===== src/rtl/fault_mem_pkg.sv =====
// Shared types for the fault-injecting memory generator: fault type codes and
// the fault slot record. Slot fields are sized for the widest supported memory.
package fault_mem_pkg;

    localparam int SLOT_ADDR_W = 16;
    localparam int SLOT_BIT_W  = 8;

    typedef enum logic [2:0] {
        FT_NONE  = 3'd0,
        FT_SA0   = 3'd1,
        FT_SA1   = 3'd2,
        FT_TF_UP = 3'd3,
        FT_TF_DN = 3'd4,
        FT_NPSF  = 3'd5
    } fault_type_e;

    typedef struct packed {
        logic [SLOT_ADDR_W-1:0] addr;
        fault_type_e            ftype;
        logic [SLOT_BIT_W-1:0]  bit_idx;
    } fault_slot_t;

    // Stuck-at faults are the only ones visible on the read path.
    function automatic logic is_stuck(fault_type_e t);
        return (t == FT_SA0) || (t == FT_SA1);
    endfunction

endpackage


===== src/rtl/fault_mem_gen_fault_inject.sv =====
// Combinational per-word fault application: walks the slot list in ascending
// order, each slot acting on the previous result; hit flags any change.
module fault_inject
    import fault_mem_pkg::*;
#(
    parameter int DATA_WIDTH = 8,
    parameter int ADDR_WIDTH = 4,
    parameter int NUM_FAULTS = 2
) (
    input  logic                  commit,
    input  logic [ADDR_WIDTH-1:0] addr,
    input  logic [DATA_WIDTH-1:0] old_word,
    input  logic [DATA_WIDTH-1:0] new_word,
    input  logic [DATA_WIDTH-1:0] nb_hi,
    input  logic [DATA_WIDTH-1:0] nb_lo,
    input  fault_slot_t           slots [NUM_FAULTS],
    output logic [DATA_WIDTH-1:0] faulted,
    output logic                  hit
);

    localparam int BW = (DATA_WIDTH > 1) ? $clog2(DATA_WIDTH) : 1;

    always_comb begin
        logic [DATA_WIDTH-1:0] w;
        logic [BW-1:0]         b;
        w = new_word;
        b = '0;
        for (int i = 0; i < NUM_FAULTS; i++) begin
            if (slots[i].addr == SLOT_ADDR_W'(addr) &&
                int'(slots[i].bit_idx) < DATA_WIDTH &&
                (commit || is_stuck(slots[i].ftype))) begin
                b = slots[i].bit_idx[BW-1:0];
                case (slots[i].ftype)
                    FT_SA0:   w[b] = 1'b0;
                    FT_SA1:   w[b] = 1'b1;
                    FT_TF_UP: if (!old_word[b] && w[b]) w[b] = 1'b0;
                    FT_TF_DN: if (old_word[b] && !w[b]) w[b] = 1'b1;
                    FT_NPSF:  if (!nb_hi[b] && nb_lo[b]) w[b] = 1'b0;
                    default:  ;
                endcase
            end
        end
        faulted = w;
        hit     = (w != new_word);
    end

endmodule


===== src/rtl/fault_mem_gen.sv =====
// Fault-injecting memory model with zeroing init sweep and 2-stage access pipe.
// Define FAULT_MEM_STATS_EN to build the saturating fault_hits counter.
//
//   state   | meaning
//   ST_INIT | writing 0 to one word per cycle, accesses ignored
//   ST_RUN  | ready = 1, reads/writes accepted every cycle
module fault_mem_gen
    import fault_mem_pkg::*;
#(
    parameter int DATA_WIDTH = 8,
    parameter int ADDR_WIDTH = 4,
    parameter int NUM_FAULTS = 2
) (
    input  logic                  clk,
    input  logic                  rst_n,
    input  logic                  write_read,
    input  logic [ADDR_WIDTH-1:0] address,
    input  logic [DATA_WIDTH-1:0] wdata,
    output logic [DATA_WIDTH-1:0] rdata,
    output logic                  rdata_valid,
    output logic                  ready,
    input  logic                  cfg_we,
    input  logic [((NUM_FAULTS > 1) ? $clog2(NUM_FAULTS) : 1)-1:0] cfg_slot,
    input  logic [ADDR_WIDTH-1:0] cfg_addr,
    input  logic [2:0]            cfg_type,
    input  logic [$clog2(DATA_WIDTH)-1:0] cfg_bit,
    output logic [15:0]           fault_hits
);

    localparam int DEPTH = 1 << ADDR_WIDTH;

    typedef enum logic {ST_INIT, ST_RUN} state_e;

    state_e                state, state_nx;
    logic [ADDR_WIDTH-1:0] sweep_addr, sweep_addr_nx;
    logic                  init_we;

    logic [DATA_WIDTH-1:0] mem [DEPTH];
    fault_slot_t           slots [NUM_FAULTS];

    logic                  s1_valid, s1_wr;
    logic [ADDR_WIDTH-1:0] s1_addr;
    logic [DATA_WIDTH-1:0] s1_wdata;
    logic                  s2_valid;
    logic [DATA_WIDTH-1:0] s2_data;

    logic [DATA_WIDTH-1:0] cur_word, nb_hi, nb_lo, inj_word;
    logic                  inj_hit;
    logic                  mem_we;
    logic [ADDR_WIDTH-1:0] mem_waddr;
    logic [DATA_WIDTH-1:0] mem_wdata;

    always_ff @(posedge clk or negedge rst_n) begin
        if (!rst_n) begin
            state      <= ST_INIT;
            sweep_addr <= '0;
        end else begin
            state      <= state_nx;
            sweep_addr <= sweep_addr_nx;
        end
    end

    always_comb begin
        state_nx      = state;
        sweep_addr_nx = sweep_addr;
        init_we       = 1'b0;
        case (state)
            ST_INIT: begin
                init_we = 1'b1;
                if (sweep_addr == '1) state_nx = ST_RUN;
                else                  sweep_addr_nx = sweep_addr + ADDR_WIDTH'(1);
            end
            ST_RUN:  ;
            default: state_nx = ST_INIT;
        endcase
    end

    assign ready = (state == ST_RUN);

    always_ff @(posedge clk or negedge rst_n) begin
        if (!rst_n) begin
            for (int i = 0; i < NUM_FAULTS; i++) begin
                slots[i].addr    <= '0;
                slots[i].ftype   <= FT_NONE;
                slots[i].bit_idx <= '0;
            end
        end else if (cfg_we && int'(cfg_slot) < NUM_FAULTS) begin
            slots[cfg_slot].addr    <= SLOT_ADDR_W'(cfg_addr);
            slots[cfg_slot].ftype   <= fault_type_e'(cfg_type);
            slots[cfg_slot].bit_idx <= SLOT_BIT_W'(cfg_bit);
        end
    end

    // Neighbours past either end of the array read as zero (no wrap).
    always_comb begin
        cur_word = mem[s1_addr];
        nb_hi    = '0;
        nb_lo    = '0;
        if (s1_addr != '1) nb_hi = mem[s1_addr + ADDR_WIDTH'(1)];
        if (s1_addr != '0) nb_lo = mem[s1_addr - ADDR_WIDTH'(1)];
    end

    fault_inject #(
        .DATA_WIDTH (DATA_WIDTH),
        .ADDR_WIDTH (ADDR_WIDTH),
        .NUM_FAULTS (NUM_FAULTS)
    ) u_inject (
        .commit   (s1_wr),
        .addr     (s1_addr),
        .old_word (cur_word),
        .new_word (s1_wr ? s1_wdata : cur_word),
        .nb_hi    (nb_hi),
        .nb_lo    (nb_lo),
        .slots    (slots),
        .faulted  (inj_word),
        .hit      (inj_hit)
    );

    always_comb begin
        mem_we    = 1'b0;
        mem_waddr = s1_addr;
        mem_wdata = inj_word;
        if (init_we) begin
            mem_we    = 1'b1;
            mem_waddr = sweep_addr;
            mem_wdata = '0;
        end else if (s1_valid && s1_wr) begin
            mem_we = 1'b1;
        end
    end

    // Array has no reset: contents survive rst_n until the sweep rewrites them.
    always_ff @(posedge clk) begin
        if (mem_we) mem[mem_waddr] <= mem_wdata;
    end

    always_ff @(posedge clk or negedge rst_n) begin
        if (!rst_n) begin
            s1_valid    <= 1'b0;
            s1_wr       <= 1'b0;
            s1_addr     <= '0;
            s1_wdata    <= '0;
            s2_valid    <= 1'b0;
            s2_data     <= '0;
            rdata       <= '0;
            rdata_valid <= 1'b0;
        end else begin
            s1_valid <= ready;
            if (ready) begin
                s1_wr    <= write_read;
                s1_addr  <= address;
                s1_wdata <= wdata;
            end
            s2_valid <= s1_valid && !s1_wr;
            if (s1_valid && !s1_wr) s2_data <= inj_word;
            rdata_valid <= s2_valid;
            if (s2_valid) rdata <= s2_data;
        end
    end

`ifdef FAULT_MEM_STATS_EN
    // Fault-free shadow gives the reference for read-side activations.
    logic [DATA_WIDTH-1:0] shadow [DEPTH];
    logic [15:0]           hits_q;
    logic                  op_hit;

    always_ff @(posedge clk) begin
        if (mem_we) shadow[mem_waddr] <= init_we ? '0 : s1_wdata;
    end

    assign op_hit = s1_wr ? inj_hit : (inj_word != shadow[s1_addr]);

    always_ff @(posedge clk or negedge rst_n) begin
        if (!rst_n)
            hits_q <= '0;
        else if (s1_valid && op_hit && hits_q != 16'hFFFF)
            hits_q <= hits_q + 16'd1;
    end

    assign fault_hits = hits_q;
`else
    logic unused_hit;
    assign unused_hit = inj_hit;
    assign fault_hits = '0;
`endif

endmodule


===== config.mk =====
export PLATFORM = sky130hd
export DESIGN_NAME = fault_mem_gen
export DESIGN_NICKNAME = d
export VERILOG_FILES = /design/src/rtl/fault_mem_pkg.sv /design/src/rtl/fault_mem_gen_fault_inject.sv /design/src/rtl/fault_mem_gen.sv
export SDC_FILE = /design/constraint.sdc
export NUM_CORES = 1
export LEC_CHECK = 0
export BUFFER_PORTS_ARGS = -buffer_cell sky130_fd_sc_hd__buf_4
export CAP_MARGIN = 10
export CORE_ASPECT_RATIO = 0.7
export CORE_MARGIN = 5
export CORE_UTILIZATION = 39
export DETAILED_ROUTE_END_ITERATION = 8
export GPL_TIMING_DRIVEN = 1
export PLACE_DENSITY = 0.56
export SKIP_LAST_GASP = 1
export SLEW_MARGIN = 0
export SYNTH_ARGS = -nofsm -noshare
export SYNTH_HDL_FRONTEND = slang
export SYNTH_SLANG_ARGS = --single-unit

===== constraint.sdc =====
create_clock -name clk -period 7.7 [get_ports clk]
set_input_delay 1.54 -clock clk [delete_from_list [all_inputs] [get_ports clk]]
set_output_delay 1.54 -clock clk [all_outputs]
set_load 0.02 [all_outputs]

==> flow_metrics.env, run 1 <==
export IMPL_status="completed"
export IMPL_setup_viol=0
export IMPL_holdBufCountCts=0
export IMPL_syn_to_final_growth_pct=10.3
export IMPL_antenna_found_initial=1
export IMPL_timing_setup_tns_ns=0
export IMPL_core_um2=31400
export IMPL_yosysTopAreaCellShare_pct=30.8
export IMPL_synth_area_um2=12500
export IMPL_cts_root_buf="clkbuf_16"
export IMPL_p_leak_nw=4.91
export IMPL_rsz0062_at_grt="false"
export IMPL_fin_hold_ws_ns=0.505
export IMPL_ys_seq_elements=185
export IMPL_port_buffers=36
export IMPL_dp_cells=1570
export IMPL_arrival_ns=6.48
export IMPL_grt_ovfl_total=0
export IMPL_synthDistinctLibCells=80
export IMPL_routed_via_count=10500
export IMPL_drive_above_1_share_pct=20.6
export IMPL_clock_sinks=185
export IMPL_start_util_pct=39.8
export IMPL_worstPathMaxFanout=57
export IMPL_clk_path_buf_depth=2
export IMPL_design_area_um2=13800
export IMPL_synth_top_cell_by_area="edfxtp_1"
export IMPL_final_max_slew_viol_count=0
export IMPL_required_ns=7.81
export IMPL_die_w_um=224
export IMPL_ioPinCount=53
export IMPL_clk_latency_ns=0.47
export IMPL_hold_viol=0
export IMPL_cts_htree_levels=4
export IMPL_ys_top_cells_by_area="edfxtp_1 31%, dfrtp_1 11%, mux4_2 9.0%"
export IMPL_holdCritPathClass="flop to flop"
export IMPL_synth_cells=1158
export IMPL_post_synth_cell_area_avg_um2=10.8
export IMPL_period_share_pct=82.8
export IMPL_fin_nets=1202
export IMPL_grt_max_degree=106
export IMPL_relSlewSlack_pct=18.5
export IMPL_fin_skew_ns=0.0157
export IMPL_wl_um=47500
export IMPL_cts_setup_buffers=0
export IMPL_drc=0
export IMPL_cp_start_kind="flop"
export IMPL_fin_crit_ns=6.37
export IMPL_drt_antenna_violating_nets=0
export IMPL_fmax_ghz=0.157
export IMPL_fin_util_pct=43.9
export IMPL_crit_path_end_kind="flop"
export IMPL_via_per_inst=6.56
export IMPL_grt_pass1_wl_um=68800
export IMPL_place_area_um2=13200
export IMPL_cts_tree="done"
export IMPL_die_h_um=160
export IMPL_yosys_most_used_dff="edfxtp_1"
export IMPL_pwr_density_cell_nw_per_um2=204
export IMPL_cts_buffers_inserted=17
export IMPL_firstDrtPassIters=6
export IMPL_critical_path_class="flop to flop"
export IMPL_drtIter0Drc=1651
export IMPL_instances_no_fill=1605
export IMPL_grtUsageTotal_pct=26.1
export IMPL_wire_per_inst_um=29.6
export IMPL_async_flop_share_pct=30.8
export IMPL_ir_drop_mv=0.130
export IMPL_grt_pass1_vias=9807
export IMPL_dp_hpwl_um=35300
export IMPL_synth_edf_count=128
export IMPL_clk_pin_slew_ns=0.07
export IMPL_gp_congestion=1.01
export IMPL_cts_resized=0
export IMPL_row_count=54
export IMPL_ys_seq_area_share_pct=42.2
export IMPL_diodes=0
export IMPL_yosys_warnings=0
export IMPL_die_area_um2=35800
export IMPL_worstMarginPinSlew_ns=1.21
export IMPL_max_cap_viol_count=0
-- where the power goes --
| group | internal (mW) | total [mW] | switching (mW) |
|---|---|---|---|
| clock | 0.433 | 0.890 | 0.456 |
| sequential | 1.14 | 1.22 | 0.0809 |
| combinational | 0.249 | 0.697 | 0.448 |
-- layout by cell type (no fill, tap or decap), drive strengths merged, types with 5 or more instances in the layout --
master   netlist  layout
o211ai        17      17
inv           20      29
o32ai          7       7
nand2         97      97
a21o           5       5
nor3          25      25
o21ai         55      55
nor2          84      84
and3           7       7
o31ai          6       6
xor2          10      10
dfrtp         57      57
buf           59      75
and2           8       8
mux2i         96      96
a2111oi        5       5
nor2b         16      16
a22oi         28      28
or4            5       5
nand4         10      10
a211oi        23      23
a31oi         17      17
edfxtp       128     128
clkinv         1       6
o22ai         14      14
nand3         33      33
or3           14      14
a32oi          6       6
a32o           6       6
mux2          63      63
clkbuf        36      17
a21oi         61      61
mux4          50      50
conb           1      16
nand2b        16      16
nor4           9       9
-- kinds of logic after synthesis --
logic type / after synthesis / synth area share [%]
flip-flops: 185 / 42.2
multiplexers: 209 / 22.4
adder cells (fa/ha/maj): 3 / 0.301
AND/OR/NAND/NOR: 339 / 13.1
buffers and inverters: 116 / 4.89
AO/OA/AOI/OAI: 292 / 16.2
other: 1 / 0.0300
XOR/XNOR: 13 / 0.912
-- registers in the layout (all words and copies together), names as in the netlist --
register	count
mem	128
rdata	8
rdata_valid	1
ready	1
s1_addr	4
s1_valid	1
s1_wdata	8
s1_wr	1
s2_data	8
s2_valid	1
slots	20
sweep_addr	4
-- cell type report --
type                       instances  area (um^2)
multi-input combinational        872         6710
clock buffer                      17          425
clock inverter                    15          154
inverter                          21         78.8
sequential                       185         5280
timing repair buffer              75          599
tap                              420          526
fill                            2952        17600
-- worst max-delay path: stages (launching register included) --
cell and delay [ns]:
dfrtp_4 0.72, inv_1 0.16, ha_4 0.82, buf_12 0.35, mux2i_1 0.17, a22oi_1 0.17, nand3_1 0.17, a2111oi_1 0.52
a21oi_1 0.15, a211oi_2 0.41, a21oi_1 0.12, o41ai_1 0.60, nand3_1 0.28, nand4_2 0.19, a31oi_4 0.17, o32ai_2 0.96
-- layer usage --
layer	track usage (%)	share of wire, %
met5	0.672	0
met4	6.10	2.0
met2	32.3	38
met1	40.2	45
met3	12.5	15
-- worst paths after layout --
path                                           startpoint                        end  slack, ns  cells past startpoint
worst max-delay path               s1_addr[0]$_DFFE_PN0P_        mem[1][4]$_DFFE_PP_       1.33                     15
worst min-delay path            sweep_addr[0]$_DFFE_PN0P_  sweep_addr[0]$_DFFE_PN0P_       0.50                      1
worst max register to register     s1_addr[0]$_DFFE_PN0P_        mem[1][4]$_DFFE_PP_       1.33                     15
worst min register to register  sweep_addr[0]$_DFFE_PN0P_  sweep_addr[0]$_DFFE_PN0P_       0.50                      1
max in group asynchronous                           rst_n     s1_addr[0]$_DFFE_PN0P_       6.04                      1
min in group asynchronous                           rst_n     s2_data[5]$_DFFE_PN0P_       1.11                      1
-- per-stage QoR --
stage	total power, mW	setup WS [ns]
finish	2.81	1.33
global route	2.91	0.878
CTS	2.79	1.28
detailed placement	1.90	1.30
global placement	1.91	1.54
floorplan	1.65	2.32
-- synthesized netlist by cell type, types with 4 or more instances --
library cell and count:
a211oi_1 22, a21o_1 5, a21oi_1 61, a22o_1 4, a22oi_1 28, a31oi_1 16
a32o_1 6, a32oi_1 6, and2_1 8, and3_1 7, buf_1 7, buf_2 21
buf_4 27, clkbuf_1 36, dfrtp_1 57, edfxtp_1 128, inv_1 20, mux2_2 63
mux2i_1 96, mux4_2 50, nand2_1 97, nand2b_1 16, nand3_1 33, nand4_1 9
nor2_1 84, nor2b_1 16, nor3_1 25, nor4_1 8, o211ai_1 17, o21ai_0 55
o22ai_1 14, o31ai_1 6, o32ai_1 7, or2_2 4, or3_1 14, or4_1 5
xor2_1 10
No activity file was read; power rests on OpenSTA's default activity.
==> run 2, diff against run 1 <==
--- a/config.mk
+++ b/config.mk
@@ -5,6 +5,7 @@
 export SDC_FILE = /design/constraint.sdc
 export NUM_CORES = 1
 export LEC_CHECK = 0
+export ABC_AREA = 1
 export BUFFER_PORTS_ARGS = -buffer_cell sky130_fd_sc_hd__buf_4
 export CAP_MARGIN = 10
 export CORE_ASPECT_RATIO = 0.7
@@ -12,7 +13,7 @@
 export CORE_UTILIZATION = 39
 export DETAILED_ROUTE_END_ITERATION = 8
 export GPL_TIMING_DRIVEN = 1
-export PLACE_DENSITY = 0.56
+export PLACE_DENSITY = 0.58
 export SKIP_LAST_GASP = 1
 export SLEW_MARGIN = 0
 export SYNTH_ARGS = -nofsm -noshare
==> constraint.sdc (replaced) <==
create_clock -name clk -period 5.1 [get_ports clk]
set_input_delay 1.02 -clock clk [delete_from_list [all_inputs] [get_ports clk]]
set_output_delay 1.02 -clock clk [all_outputs]
set_load 0.02 [all_outputs]
==> run 2 against run 1 <==
Worst hold slack got worse by 0.022 ns. Setup slack got worse by 0.77 ns. Power increased by 46%. Highest routed layer unchanged. Design area down 3.5%. Synthesized area down 6.0%. Non-clock buffer count up 40. Global-route usage shrank 2.7 points.
==> flow_metrics.env, run 2 <==
export IMPL_status="completed"
export IMPL_die_w_um=217
export IMPL_worstMarginPinSlew_ns=0.976
export IMPL_start_util_pct=39.3
export IMPL_fmax_ghz=0.220
export IMPL_post_synth_top_count_cell="nand2_1"
export IMPL_period_share_pct=89.1
export IMPL_relSlewSlack_pct=34.6
export IMPL_top_regs="mem: 128 flops, slots: 20 flops"
export IMPL_hold_viol=0
export IMPL_pre_cts_slack_ns=0.204
export IMPL_die_h_um=155
export IMPL_drt_antenna_violating_nets=0
export IMPL_top_layer="met4"
export IMPL_regMostFlops="mem"
export IMPL_design_area_um2=13300
export IMPL_cts_buffers_inserted=17
export IMPL_grtUsageTotal_pct=23.4
export IMPL_p_leak_nw=6.05
export IMPL_max_cap_viol_count=0
export IMPL_required_ns=5.26
export IMPL_clk_latency_ns=0.47
export IMPL_core_um2=29800
export IMPL_ys_seq_elements=185
export IMPL_holdCritPathClass="flop to flop"
export IMPL_clock_sinks=185
export IMPL_fin_skew_ns=0.0165
export IMPL_slowest_delay_ns=0.61
export IMPL_cts_root_buf="clkbuf_16"
export IMPL_final_max_slew_viol_count=0
export IMPL_pwr_density_cell_nw_per_um2=309
export IMPL_hold_start="s2_data[0]$_DFFE_PN0P_"
export IMPL_setup_viol=0
export IMPL_r2r_end="mem[8][5]$_DFFE_PP_"
export IMPL_r2r_start="s1_addr[0]$_DFFE_PN0P_"
export IMPL_fin_nets=1685
export IMPL_wl_met3_um=4470
export IMPL_drc=0
export IMPL_rsz0062_at_grt="false"
export IMPL_r2r_slack_ns=0.55
export IMPL_row_count=53
export IMPL_power_mw=4.10
export IMPL_cts_tree="done"
export IMPL_dp_cells=2021
export IMPL_clk_path_buf_depth=2
export IMPL_die_area_um2=33700
export IMPL_critical_path_class="flop to flop"
export IMPL_drtIter0Drc=1469
export IMPL_grt_pass1_vias=9866
export IMPL_wl_um=39400
export IMPL_grt_pass1_wl_um=59700
export IMPL_post_synth_cell_area_avg_um2=7.36
export IMPL_place_area_um2=12700
export IMPL_dp_hpwl_um=28500
export IMPL_yosys_warnings=0
export IMPL_worstPathMaxFanout=57
export IMPL_synth_common_cells="548 x nand2_1, 312 x nand3_1, 128 x edfxtp_1, 128 x inv_1, 116 x nor2_1"
export IMPL_port_buffers=36
export IMPL_instances_no_fill=2053
export IMPL_yosys_most_used_dff="edfxtp_1"
export IMPL_gp_congestion=0.969
export IMPL_fin_util_pct=44.5
export IMPL_routed_via_count=11000
export IMPL_syn_to_final_growth_pct=13.2
export IMPL_firstDrtPassIters=7
export IMPL_synth_edf_count=128
export IMPL_fin_ws_ns=0.554
export IMPL_ir_drop_mv=0.244
export IMPL_holdBufCountCts=0
export IMPL_fin_hold_ws_ns=0.483
export IMPL_cts_htree_levels=4
export IMPL_synth_top_cell_by_area="edfxtp_1"
export IMPL_crit_top_cell="nand2_1"
export IMPL_cp_slowest_cell="a21oi_2"
export IMPL_largest_reg_flops=128
export IMPL_cp_start_kind="flop"
export IMPL_fin_crit_ns=4.55
export IMPL_async_flop_share_pct=30.8
export IMPL_ioPinCount=53
export IMPL_wire_per_inst_um=19.2
export IMPL_drive_above_1_share_pct=12.2
export IMPL_cts_setup_buffers=0
export IMPL_yosysTopAreaCellShare_pct=32.7
export IMPL_ys_top_cells_by_area="edfxtp_1 33%, nand2_1 18%, nand3_1 13%"
export IMPL_synthDistinctLibCells=42
export IMPL_timing_setup_tns_ns=0
export IMPL_via_per_inst=5.38
export IMPL_crit_path_end_kind="flop"
export IMPL_hold_end="s2_data[0]$_DFFE_PN0P_"
export IMPL_antenna_found_initial=0
export IMPL_ys_seq_area_share_pct=44.9
export IMPL_diodes=0
export IMPL_clk_pin_slew_ns=0.07
export IMPL_reg2reg_depth=25
export IMPL_hold_path_depth=2
export IMPL_arrival_ns=4.71
export IMPL_synth_cells=1595
export IMPL_layout_commonest_cell="nand2_1"
export IMPL_synth_area_um2=11700
export IMPL_grt_max_degree=120
export IMPL_met2_length_um=15400
export IMPL_grt_ovfl_total=0
export IMPL_met1Wirelength_um=18900
export IMPL_final_cell_mix="548 x nand2_1, 312 x nand3_1, 128 x inv_1, 128 x edfxtp_1, 116 x nor2_1"
## run 2: changes by cell type after synthesis, sizes merged, moves of 18 or more
cell / delta
clkbuf: -18
a211oi: -22
nand3: +281
mux2: -54
nand2: +456
nor2: +39
mux4: -50
a21oi: -36
a22oi: -28
inv: +124
mux2i: -96
## run 2: layout make-up
type,instances,area (um^2)
clock buffers,17,425
fillers,2957,16600
repair buffers,115,926
flip-flops and latches,185,5270
inverters,146,549
clock inverters,15,146
well taps,385,482
multi-input cells,1190,5480
## run 2: worst max-delay path by stage
stage,to,depth (start not counted),slack (ns),start
after global placement,mem[7][5]$_DFFE_PP_,24,0.31,s1_addr[0]$_DFFE_PN0P_
after floorplan,mem[0][0]$_DFFE_PP_,27,1.21,s1_addr[0]$_DFFE_PN0P_
after CTS,mem[15][7]$_DFFE_PP_,23,0.14,s1_addr[0]$_DFFE_PN0P_
after detailed placement,mem[12][7]$_DFFE_PP_,25,0.20,s1_addr[0]$_DFFE_PN0P_
after global routing,mem[6][7]$_DFFE_PP_,23,0.17,s1_addr[0]$_DFFE_PN0P_
final,mem[8][5]$_DFFE_PP_,25,0.55,s1_addr[0]$_DFFE_PN0P_
## run 2: layer usage
layer | GRT usage (%) | vias up
met2 | 31.2 | 535
met1 | 37.0 | 5115
li1 | - | 5344
met3 | 7.00 | 52
met5 | 0 | -
met4 | 5.17 | 0
## run 2: kinds of logic after synthesis
group / share of synthesized area, %
compound gates: 5.36
xor+xnor: 1.32
fa+ha+maj: 0.320
buf+inv: 9.07
flops: 44.9
mux: 0.863
other cells: 0.0319
simple gates: 38.1
## run 2: report_power, final
group	switching (mW)	internal [mW]	total, mW
logic	0.688	0.321	1.01
registers	0.0545	1.72	1.78
clock network	0.636	0.682	1.32
## run 2: critical path, delay by kind of cell, from the launching register on
| kind | cells | cell delay, ns |
|---|---|---|
| and+or+nand+nor | 20 | 2.02 |
| AOI/OAI and AO/OA | 1 | 0.61 |
| DFF | 1 | 0.54 |
| adders and majority gates | 1 | 0.50 |
| buffers and inverters | 3 | 0.48 |
## run 2: what timing repair did
action | 4_1_cts | 5_1_grt
resized for setup | 0 | 5
endpoints found under the hold margin | 0 | 0
endpoints found under the setup margin | 0 | 80
==> run 3, diff against run 2 <==
--- a/config.mk
+++ b/config.mk
@@ -9,7 +9,7 @@
 export BUFFER_PORTS_ARGS = -buffer_cell sky130_fd_sc_hd__buf_4
 export CAP_MARGIN = 10
 export CORE_ASPECT_RATIO = 0.7
-export CORE_MARGIN = 5
+export CORE_MARGIN = 1.5
 export CORE_UTILIZATION = 39
 export DETAILED_ROUTE_END_ITERATION = 8
 export GPL_TIMING_DRIVEN = 1
==> run 3 against run 2 <==
Non-clock buffer count shrank 33. Clock power is essentially flat. Sequential share of layout area grew 0.73 points. Global-route usage grew 2.2 points. Design area shrank 1.8%. First-iteration DRC count grew 1.8%. Highest routed layer unchanged. Critical path depth shrank 1.
==> flow_metrics.env, run 3 (same netlist as run 2, synthesis figures left out) <==
export IMPL_top_regs="mem: 128 flops, slots: 20 flops"
export IMPL_clk_pin_slew_ns=0.07
export IMPL_max_cap_viol_count=0
export IMPL_largest_reg_flops=128
export IMPL_clk_path_buf_depth=2
export IMPL_routed_via_count=11000
export IMPL_cts_root_buf="clkbuf_16"
export IMPL_diodes=0
export IMPL_switching_power_mw=1.32
export IMPL_via_per_inst=5.48
export IMPL_hold_path_depth=2
export IMPL_clockPowerShare_pct=32.2
export IMPL_fin_nets=1652
export IMPL_status="completed"
export IMPL_cts_buffers_inserted=17
export IMPL_drive_above_1_share_pct=10.5
export IMPL_die_w_um=210
export IMPL_grt_pass1_wl_um=59200
export IMPL_hold_start="s2_data[5]$_DFFE_PN0P_"
export IMPL_clk_latency_ns=0.45
export IMPL_relSlewSlack_pct=20.2
export IMPL_grtUsageTotal_pct=25.7
export IMPL_core_um2=29300
export IMPL_grt_max_degree=120
export IMPL_drc=0
export IMPL_holdCritPathClass="flop to flop"
export IMPL_r2r_end="mem[13][3]$_DFFE_PP_"
export IMPL_rsz0062_at_grt="false"
export IMPL_dp_hpwl_um=27900
export IMPL_grt_ovfl_total=0
export IMPL_hold_viol=0
export IMPL_clock_sinks=185
export IMPL_syn_to_final_growth_pct=11.1
export IMPL_reg2reg_depth=24
export IMPL_p_leak_nw=5.92
export IMPL_die_h_um=148
export IMPL_antenna_found_initial=0
export IMPL_power_mw=4.03
export IMPL_die_area_um2=31200
export IMPL_crit_path_end_kind="flop"
export IMPL_wire_per_inst_um=19.4
export IMPL_ir_drop_mv=0.223
export IMPL_regMostFlops="mem"
export IMPL_period_share_pct=86.0
export IMPL_fin_crit_ns=4.38
export IMPL_wl_um=39100
export IMPL_holdBufCountCts=0
export IMPL_worstPathMaxFanout=119
export IMPL_cts_tree="done"
export IMPL_cts_htree_levels=4
export IMPL_required_ns=5.25
export IMPL_start_util_pct=40.1
export IMPL_firstDrtPassIters=6
export IMPL_worstMarginPinSlew_ns=1.19
export IMPL_row_count=52
export IMPL_sw_frac_of_total_pct=32.7
export IMPL_hold_end="s2_data[5]$_DFFE_PN0P_"
export IMPL_r2r_start="s1_addr[0]$_DFFE_PN0P_"
export IMPL_seqPwrFrac_pct=43.9
export IMPL_pwr_density_cell_nw_per_um2=309
export IMPL_timing_setup_tns_ns=0
export IMPL_final_cell_mix="548 x nand2_1, 312 x nand3_1, 128 x inv_1, 128 x edfxtp_1, 116 x nor2_1"
export IMPL_critical_path_class="flop to flop"
export IMPL_p_int_mw=2.71
export IMPL_pwr_share_comb_pct=23.9
export IMPL_final_max_slew_viol_count=0
export IMPL_port_buffers=36
export IMPL_fin_skew_ns=0.0128
export IMPL_grt_pass1_vias=9584
export IMPL_setup_viol=0
export IMPL_drtIter0Drc=1495
export IMPL_fmax_ghz=0.228
export IMPL_drt_antenna_violating_nets=0
export IMPL_gp_congestion=0.949
export IMPL_cp_start_kind="flop"
export IMPL_layout_commonest_cell="nand2_1"
export IMPL_arrival_ns=4.54
export IMPL_r2r_slack_ns=0.72
export IMPL_ioPinCount=53
==> run 3: changes by cell type in the layout (fill, tap and decap cells not counted), moves of 2 or more <==
cell / previous run / this run
a21oi_1: 20 / 18
a21oi_2: 5 / 7
buf_4: 110 / 76
clkbuf_2: 0 / 3
clkbuf_8: 0 / 3
==> run 3: area by class of cell <==
| cell class | count | area (um^2) |
|---|---|---|
| Clock buffer | 25 | 510 |
| Clock inverter | 7 | 56.3 |
| Fill cell | 2932 | 16200 |
| Inverter | 146 | 549 |
| Multi-Input combinational cell | 1190 | 5490 |
| Sequential cell | 185 | 5270 |
| Tap cell | 378 | 473 |
| Timing Repair Buffer | 82 | 691 |
==> run 3: what timing repair did <==
| action | 4_1_cts | 5_1_grt |
|---|---|---|
| setup buffers | 0 | 0 |
| setup endpoints to repair | 0 | 112 |
| gates resized for setup | 0 | 7 |
==> run 3: worst max path at each step <==
stage	endpoint	from	slack, ns	cells past startpoint
after floorplan	mem[0][0]$_DFFE_PP_	s1_addr[0]$_DFFE_PN0P_	1.21	27
after detailed placement	mem[7][6]$_DFFE_PP_	s1_addr[0]$_DFFE_PN0P_	0.32	23
after global placement	mem[14][6]$_DFFE_PP_	s1_addr[0]$_DFFE_PN0P_	0.42	24
after global routing	mem[15][5]$_DFFE_PP_	s1_addr[0]$_DFFE_PN0P_	0.20	23
final	mem[13][3]$_DFFE_PP_	s1_addr[0]$_DFFE_PN0P_	0.72	24
after CTS	mem[15][6]$_DFFE_PP_	s1_addr[0]$_DFFE_PN0P_	0.29	23
==> run 3: power groups by stage <==
stage          logic [mW]  registers (mW)  clock network, mW
3_5_place_dp        0.937            1.80                  0
2_1_floorplan       0.625            1.80                  0
5_1_grt              1.06            1.78               1.37
4_1_cts             0.941            1.77               1.32
6_report            0.962            1.77               1.30
3_3_place_gp        0.936            1.80                  0
==> run 3: critical path: stages, from the launching register on <==
cell      delay, ns
dfrtp_4        0.54
clkinv_2       0.09
buf_12         0.36
nand4_1        0.15
nand2_1        0.30
inv_1          0.23
nand2_1        0.10
nor2_1         0.04
nor2_1         0.09
nand2_1        0.12
nand2_1        0.08
nand2_1        0.08
nor2_4         0.19
nand3_1        0.11
nand2_1        0.07
nand3_1        0.07
nand2_1        0.08
nand3_1        0.07
nand2_1        0.13
nor2_4         0.07
nand2_2        0.06
nand2_2        0.06
nand2_4        0.10
nand3_1        0.15
a21oi_2        0.60
==> run 3: metal layers <==
layer | vias to the layer above | track usage, % | wire (um)
met5 | - | 0 | 0
met4 | 0 | 6.71 | 614
met3 | 43 | 5.19 | 4170
met2 | 584 | 33.4 | 15000
met1 | 5122 | 41.9 | 19300
li1 | 5281 | - | -
==> run 3: metrics by stage <==
stage / instance area, um^2 / utilization [%] / hold slack, ns / instances / worst slack, ns
after floorplan: 11800 / - / 0.352 / 1610 / 1.21
after global placement: 12400 / 42.5 / 0.471 / 1980 / 0.421
after detailed placement: 12400 / 42.5 / 0.466 / 1980 / 0.316
after CTS: 13000 / 44.4 / 0.488 / 2012 / 0.291
after global routing: 13000 / 44.6 / 0.517 / 2013 / 0.204
final: 13000 / 44.6 / 0.485 / 2013 / 0.716
